--- src/rtl/uart_fifo_tx.sv ---
// UART transmitter that pops bytes from an upstream fifo and sends 8N1 frames.
// Define UART_TX_PARITY_EN to insert an even-parity bit (8E1).
module uart_fifo_tx #(
  parameter int unsigned CLKS_PER_BIT = 868
) (
  input  logic       clk,
  input  logic       rstn,
  input  logic [7:0] din,
  input  logic       empty,
  output logic       rd_en,
  output logic       tx_data,
  output logic       busy,
  output logic       frame_done
);

  localparam int unsigned CW = $clog2(CLKS_PER_BIT);
  localparam logic [CW-1:0] CNT_MAX = CW'(CLKS_PER_BIT - 1);

  typedef enum logic [2:0] {
    IDLE,
    FETCH,
    START,
    DATA,
`ifdef UART_TX_PARITY_EN
    PARITY,
`endif
    STOP
  } state_e;

  state_e        state_q, state_d;
  logic [CW-1:0] cnt_q, cnt_d;
  logic [2:0]    idx_q, idx_d;
  logic [7:0]    shift_q, shift_d;
  logic          tx_q, tx_d;
  logic          bit_end;
  logic [CW-1:0] cnt_inc;
`ifdef UART_TX_PARITY_EN
  logic          par_q, par_d;
`endif

  assign bit_end = (cnt_q == CNT_MAX);
  assign cnt_inc = bit_end ? '0 : cnt_q + 1'b1;

  always_comb begin
    state_d    = state_q;
    cnt_d      = cnt_q;
    idx_d      = idx_q;
    shift_d    = shift_q;
    rd_en      = 1'b0;
    frame_done = 1'b0;
`ifdef UART_TX_PARITY_EN
    par_d      = par_q;
`endif
    unique case (state_q)
      IDLE: begin
        cnt_d = '0;
        if (!empty && rstn) begin
          rd_en   = 1'b1;
          state_d = FETCH;
        end
      end
      FETCH: begin
        shift_d = din;
        cnt_d   = '0;
        idx_d   = '0;
`ifdef UART_TX_PARITY_EN
        par_d   = ^din;
`endif
        state_d = START;
      end
      START: begin
        cnt_d = cnt_inc;
        if (bit_end) state_d = DATA;
      end
      DATA: begin
        cnt_d = cnt_inc;
        if (bit_end) begin
          shift_d = {1'b0, shift_q[7:1]};
          idx_d   = idx_q + 3'd1;
          if (idx_q == 3'd7) begin
`ifdef UART_TX_PARITY_EN
            state_d = PARITY;
`else
            state_d = STOP;
`endif
          end
        end
      end
`ifdef UART_TX_PARITY_EN
      PARITY: begin
        cnt_d = cnt_inc;
        if (bit_end) state_d = STOP;
      end
`endif
      STOP: begin
        cnt_d = cnt_inc;
        if (bit_end) begin
          frame_done = 1'b1;
          state_d    = IDLE;
        end
      end
      default: state_d = IDLE;
    endcase
  end

  // Line level follows the state being entered so edges line up with it.
  always_comb begin
    tx_d = 1'b1;
    unique case (state_d)
      START:   tx_d = 1'b0;
      DATA:    tx_d = shift_d[0];
`ifdef UART_TX_PARITY_EN
      PARITY:  tx_d = par_q;
`endif
      default: tx_d = 1'b1;
    endcase
  end

  always_ff @(posedge clk) begin
    if (!rstn) begin
      state_q <= IDLE;
      cnt_q   <= '0;
      idx_q   <= '0;
      shift_q <= '0;
      tx_q    <= 1'b1;
`ifdef UART_TX_PARITY_EN
      par_q   <= 1'b0;
`endif
    end else begin
      state_q <= state_d;
      cnt_q   <= cnt_d;
      idx_q   <= idx_d;
      shift_q <= shift_d;
      tx_q    <= tx_d;
`ifdef UART_TX_PARITY_EN
      par_q   <= par_d;
`endif
    end
  end

  assign tx_data = tx_q;
  assign busy    = (state_q != IDLE);

endmodule

--- config.mk ---
export PLATFORM = sky130hd
export DESIGN_NAME = uart_fifo_tx
export DESIGN_NICKNAME = d
export VERILOG_FILES = /design/src/rtl/uart_fifo_tx.sv
export SDC_FILE = /design/constraint.sdc
export NUM_CORES = 1
export LEC_CHECK = 0
export CELL_PAD_IN_SITES_DETAIL_PLACEMENT = 1
export CELL_PAD_IN_SITES_GLOBAL_PLACEMENT = 1
export CORE_MARGIN = 4
export CORE_UTILIZATION = 41
export DETAILED_ROUTE_END_ITERATION = 12
export GPL_ROUTABILITY_DRIVEN = 0
export PLACE_DENSITY = 0.87
export RECOVER_POWER = 25
export SETUP_SLACK_MARGIN = 0.05
export SKIP_CTS_REPAIR_TIMING = 1
export SYNTH_ARGS = -nofsm -noshare
export SYNTH_HDL_FRONTEND = slang
export SYNTH_SLANG_ARGS = --single-unit
--- constraint.sdc ---
create_clock -name clk -period 1.75 [get_ports clk]
set_input_delay 0.2625 -clock clk [delete_from_list [all_inputs] [get_ports clk]]
set_output_delay 0.2625 -clock clk [all_outputs]
set_load 0.03 [all_outputs]
==> results <==
- The run finished, with violations left.
- The checks that failed: negative setup slack.
- The number of clock buffers inserted by TritonCTS is 3.
- The overall routing resource usage is 18.4%.
- The critical path endpoint category is an output port.
- The estimated wirelength of the detail-placed design is roughly 2.7 mm.
- OpenSTA, run right after detailed placement, puts the worst setup slack at -0.0618 ns.
- The sum of routed wire length over all layers is 4.04 mm.
- The setup path with the least slack is of type register to output port.
- The count of different cell masters after synthesis is 39.
- The largest single stage delay on the critical path is ~0.39 ns.
- The setup TNS is -0.119 ns.
- Between clock sinks in the finished design, the worst skew comes to approximately 0.012 ns.
- The post-route netlist has a little over a quarter of its cells at a drive strength greater than 1.
- Once layout is complete, the cells apart from fillers number 204.
- Across all layers, the routed design uses ~1200 vias.
- The height of the die is between 60 and 70 um.
- The clock slew seen by the registers of the worst setup and hold paths is approximately 0.15 ns.
- The final hold slack is slightly below 0.5 ns.
- The cell with the biggest individual delay on the critical path is sky130_fd_sc_hd__dfxtp_4.
- Across the run, the number of max-cap violations was 0.
- The portion of synthesized cell area occupied by the leading cell type is roughly 39%.
- Entering global routing, the biggest net connects 14 pins.
- The floorplan die area is slightly above 4000 um^2.
- By area the synthesized netlist is led by sky130_fd_sc_hd__dfxtp_1, sky130_fd_sc_hd__nor2_1, sky130_fd_sc_hd__o221a_2.
- The peak ir drop on the vdd network is about 0.35 mV.
- After synthesis the cells add up to 1270 um^2.
- The first global-routing pass estimated 5.88 mm of wire.
- Leaving out fill and tap cells, the most frequent cell in the layout is sky130_fd_sc_hd__nor2_1.
- The power share of the clock group is 27.6%.
- The fraction of power consumed by combinational cells is approximately an eighth.
- The worst slew slack as a fraction of its limit is 71.6%.
- The number of antenna violations at the first check in global routing is 0.
- After detailed routing, the average wire length per cell comes to 19.8 um.
- In this run, flip-flops and latches consume approximately 60% of the power.
- For met2 alone, demand over resource in global routing was 32.7%.
- Setup repair after global routing could not meet its margin everywhere.
- The design draws just over 1 mW.
- The analysis attributes to net switching a power of roughly 0.27 mW.
- In the global route stage, met1 resource usage came out at between 20% and 30%.
- Counting flops and latches in the post-synthesis netlist gives 25.
- Among all flip-flop cells after synthesis, the most frequent one is sky130_fd_sc_hd__dfxtp_1.
- The starting density of the core is between 40 and 50%.
- For this design the static power due to leakage is 0.589 nW.
- Synthesis produced a netlist with a net count of 159.
- The clock net in this run drives a total of 25 sinks.
- The number of ports placed on the die boundary is 15.
- The die is roughly 64 um wide.
- The count of nets left with antenna violations once routing finished came out at 0.
- The maximum achievable frequency is about 540 MHz.
- The number of remaining DRC errors is 0.
- Clock latency on the worst-skew pair, taken at its later pin, is about 0.34 ns.
- The number of pins exceeding their max-slew limit in the final report was 0.
- The time the worst path needs with I/O delays and setup is roughly 1.9 ns.
- Data on the critical path is required at its endpoint by ~1.5 ns.
- The total internal power is between 0.7 and 0.8 mW.
- In this run, placement finished with an instance count of 193.
- In this run the number of H-tree levels came out at 1.
- The power density over the cells is about 620 nW/um^2.
- Leaving out fill and tap cells, the most frequent cells in the layout are sky130_fd_sc_hd__nor2_1, sky130_fd_sc_hd__dfxtp_1, sky130_fd_sc_hd__buf_4.
- The area growth from synthesis to layout is 28.2%.
- The number of flops mapped to enable cells by yosys is 0.
- The most used routing layer in global routing is met2.
- Traced cell by cell, the critical path runs through ha_4, nor3b_4, buf_6, nand3_4, nor2_1, buf_4.
- The fraction of met3 tracks used by global routing is approximately 3.0%.
- TritonCTS built the clock tree.
- The data arrival time at the worst-slack endpoint is ~1.6 ns.
- The final critical path takes up 107% of the cycle.
- The clock passes through at most 2 buffers.
- Port buffering added 14 buffers.
- The total area inside the core boundary comes to roughly 2900 um^2.
- Setup violations remaining at the end of the flow were counted as 2.
- During synthesis, Yosys emitted a total of 0 warnings.
- The via count of the first global-routing pass was approximately 1200.
- The final worst slack is -0.118 ns.
- The proportion of total power due to net switching is a little over a quarter.
- The buffer and inverter count on the worst path is 2.
- The proportion of synthesized chip area in sequential cells is around two fifths.
- The root buffer cell chosen for the clock tree is sky130_fd_sc_hd__clkbuf_4.
- After synthesis, the share of flip-flops with an asynchronous set or reset is 0%.
- The top cell type by total area after synthesis is sky130_fd_sc_hd__dfxtp_1.
- For this run, the post-layout net count is roughly 190.
- The vias per cell is between 5 and 6.
- 0 antenna diodes ended up in the layout.
- After technology mapping, the gate count stands at around 150.
- The worst setup path is launched from a register.
- The sum of overflow across all layers after global routing is 0.
- The pre-antenna-repair detailed-routing pass consisted of 4 iterations.
- The mean instance size in the synthesized netlist is between 8 and 9 um^2.
- The final hold violation count came to 0.
- In this run the worst hold path is classified as register to register.
- The transition time at the pin with the least slew margin is between 0.4 and 0.5 ns.
- The cell class contributing the biggest share of worst-path delay is simple AND/OR/NAND/NOR gates.
- The total number of placement rows is 19.
- After the first detailed-routing iteration, the DRC count stood at 76.
- In this run the worst path has a maximum fanout of 3.
-- metal layers --
metal / vias to the layer above / part of all wire [%] / wire length, um
met4: 0 / 2.4 / 95
li1: 582 / - / -
met3: 10 / 3.0 / 120
met1: 592 / 44 / 1760
met5: - / 0 / 0
met2: 20 / 51 / 2070
-- sequential cells by signal (all words and copies together) (netlist names) --
| name | count |
|---|---|
| cnt_q | 10 |
| idx_q | 3 |
| shift_q | 8 |
| state_q | 3 |
| tx_data | 1 |
-- kinds of logic after synthesis --
logic type | share of synthesized area, %
simple gates | 32.2
compound gates | 18.2
flops | 39.4
buf+inv | 2.96
xor+xnor | 4.14
fa+ha+maj | 2.96
-- area by class of cell --
type | count | area (um^2)
inverter | 1 | 3.75
clock buffer | 4 | 26.3
timing repair buffer | 31 | 264
tap | 31 | 38.8
sequential | 25 | 510
fill | 338 | 1230
multi-input combinational | 112 | 783
-- tightest hold or removal path, stage by stage (launching register included) --
cell and delay (ns):
sky130_fd_sc_hd__dfxtp_1 0.34, sky130_fd_sc_hd__nand2_1 0.06, sky130_fd_sc_hd__o22ai_1 0.07
-- power groups by stage --
stage / combinational [mW] / sequential [mW] / clock (mW)
floorplan: 0.0692 / 0.605 / 0
global placement: 0.113 / 0.609 / 0
detailed placement: 0.118 / 0.610 / 0
CTS: 0.119 / 0.598 / 0.280
global route: 0.140 / 0.600 / 0.306
finish: 0.131 / 0.599 / 0.278
-- worst paths after layout --
check,from,endpoint,slack [ns],cells after the start
max,cnt_q[1]$_SDFFE_PN0P_,frame_done,-0.12,6
max reg2reg,cnt_q[1]$_SDFFE_PN0P_,tx_data$_SDFF_PN1_,0,6
min,idx_q[2]$_SDFFE_PN0P_,idx_q[2]$_SDFFE_PN0P_,0.49,2
min reg2reg,idx_q[2]$_SDFFE_PN0P_,idx_q[2]$_SDFFE_PN0P_,0.49,2
-- stage by stage --
step                      util (%)  cell area, um^2
after floorplan                  -             1270
after global placement        52.1             1490
after detailed placement      52.1             1490
after CTS                     53.1             1510
after global routing          57.0             1630
final                         57.0             1630
-- synth_stat cells (2+ instances only) --
library cell and number:
sky130_fd_sc_hd__nor2_1 26, sky130_fd_sc_hd__dfxtp_1 25, sky130_fd_sc_hd__nand2_1 12, sky130_fd_sc_hd__nand3_1 7
sky130_fd_sc_hd__a21oi_1 6, sky130_fd_sc_hd__xor2_1 6, sky130_fd_sc_hd__and3_1 5, sky130_fd_sc_hd__o221a_2 5
sky130_fd_sc_hd__nand2b_1 4, sky130_fd_sc_hd__nand4_1 4, sky130_fd_sc_hd__buf_2 3, sky130_fd_sc_hd__ha_1 3
sky130_fd_sc_hd__nor3b_1 3, sky130_fd_sc_hd__o22ai_1 3, sky130_fd_sc_hd__or3_1 3, sky130_fd_sc_hd__a211oi_1 2
sky130_fd_sc_hd__a31oi_1 2, sky130_fd_sc_hd__and2_1 2, sky130_fd_sc_hd__clkbuf_1 2, sky130_fd_sc_hd__o21a_1 2
sky130_fd_sc_hd__o21ai_0 2
No activity file was read; power rests on OpenSTA's default activity.
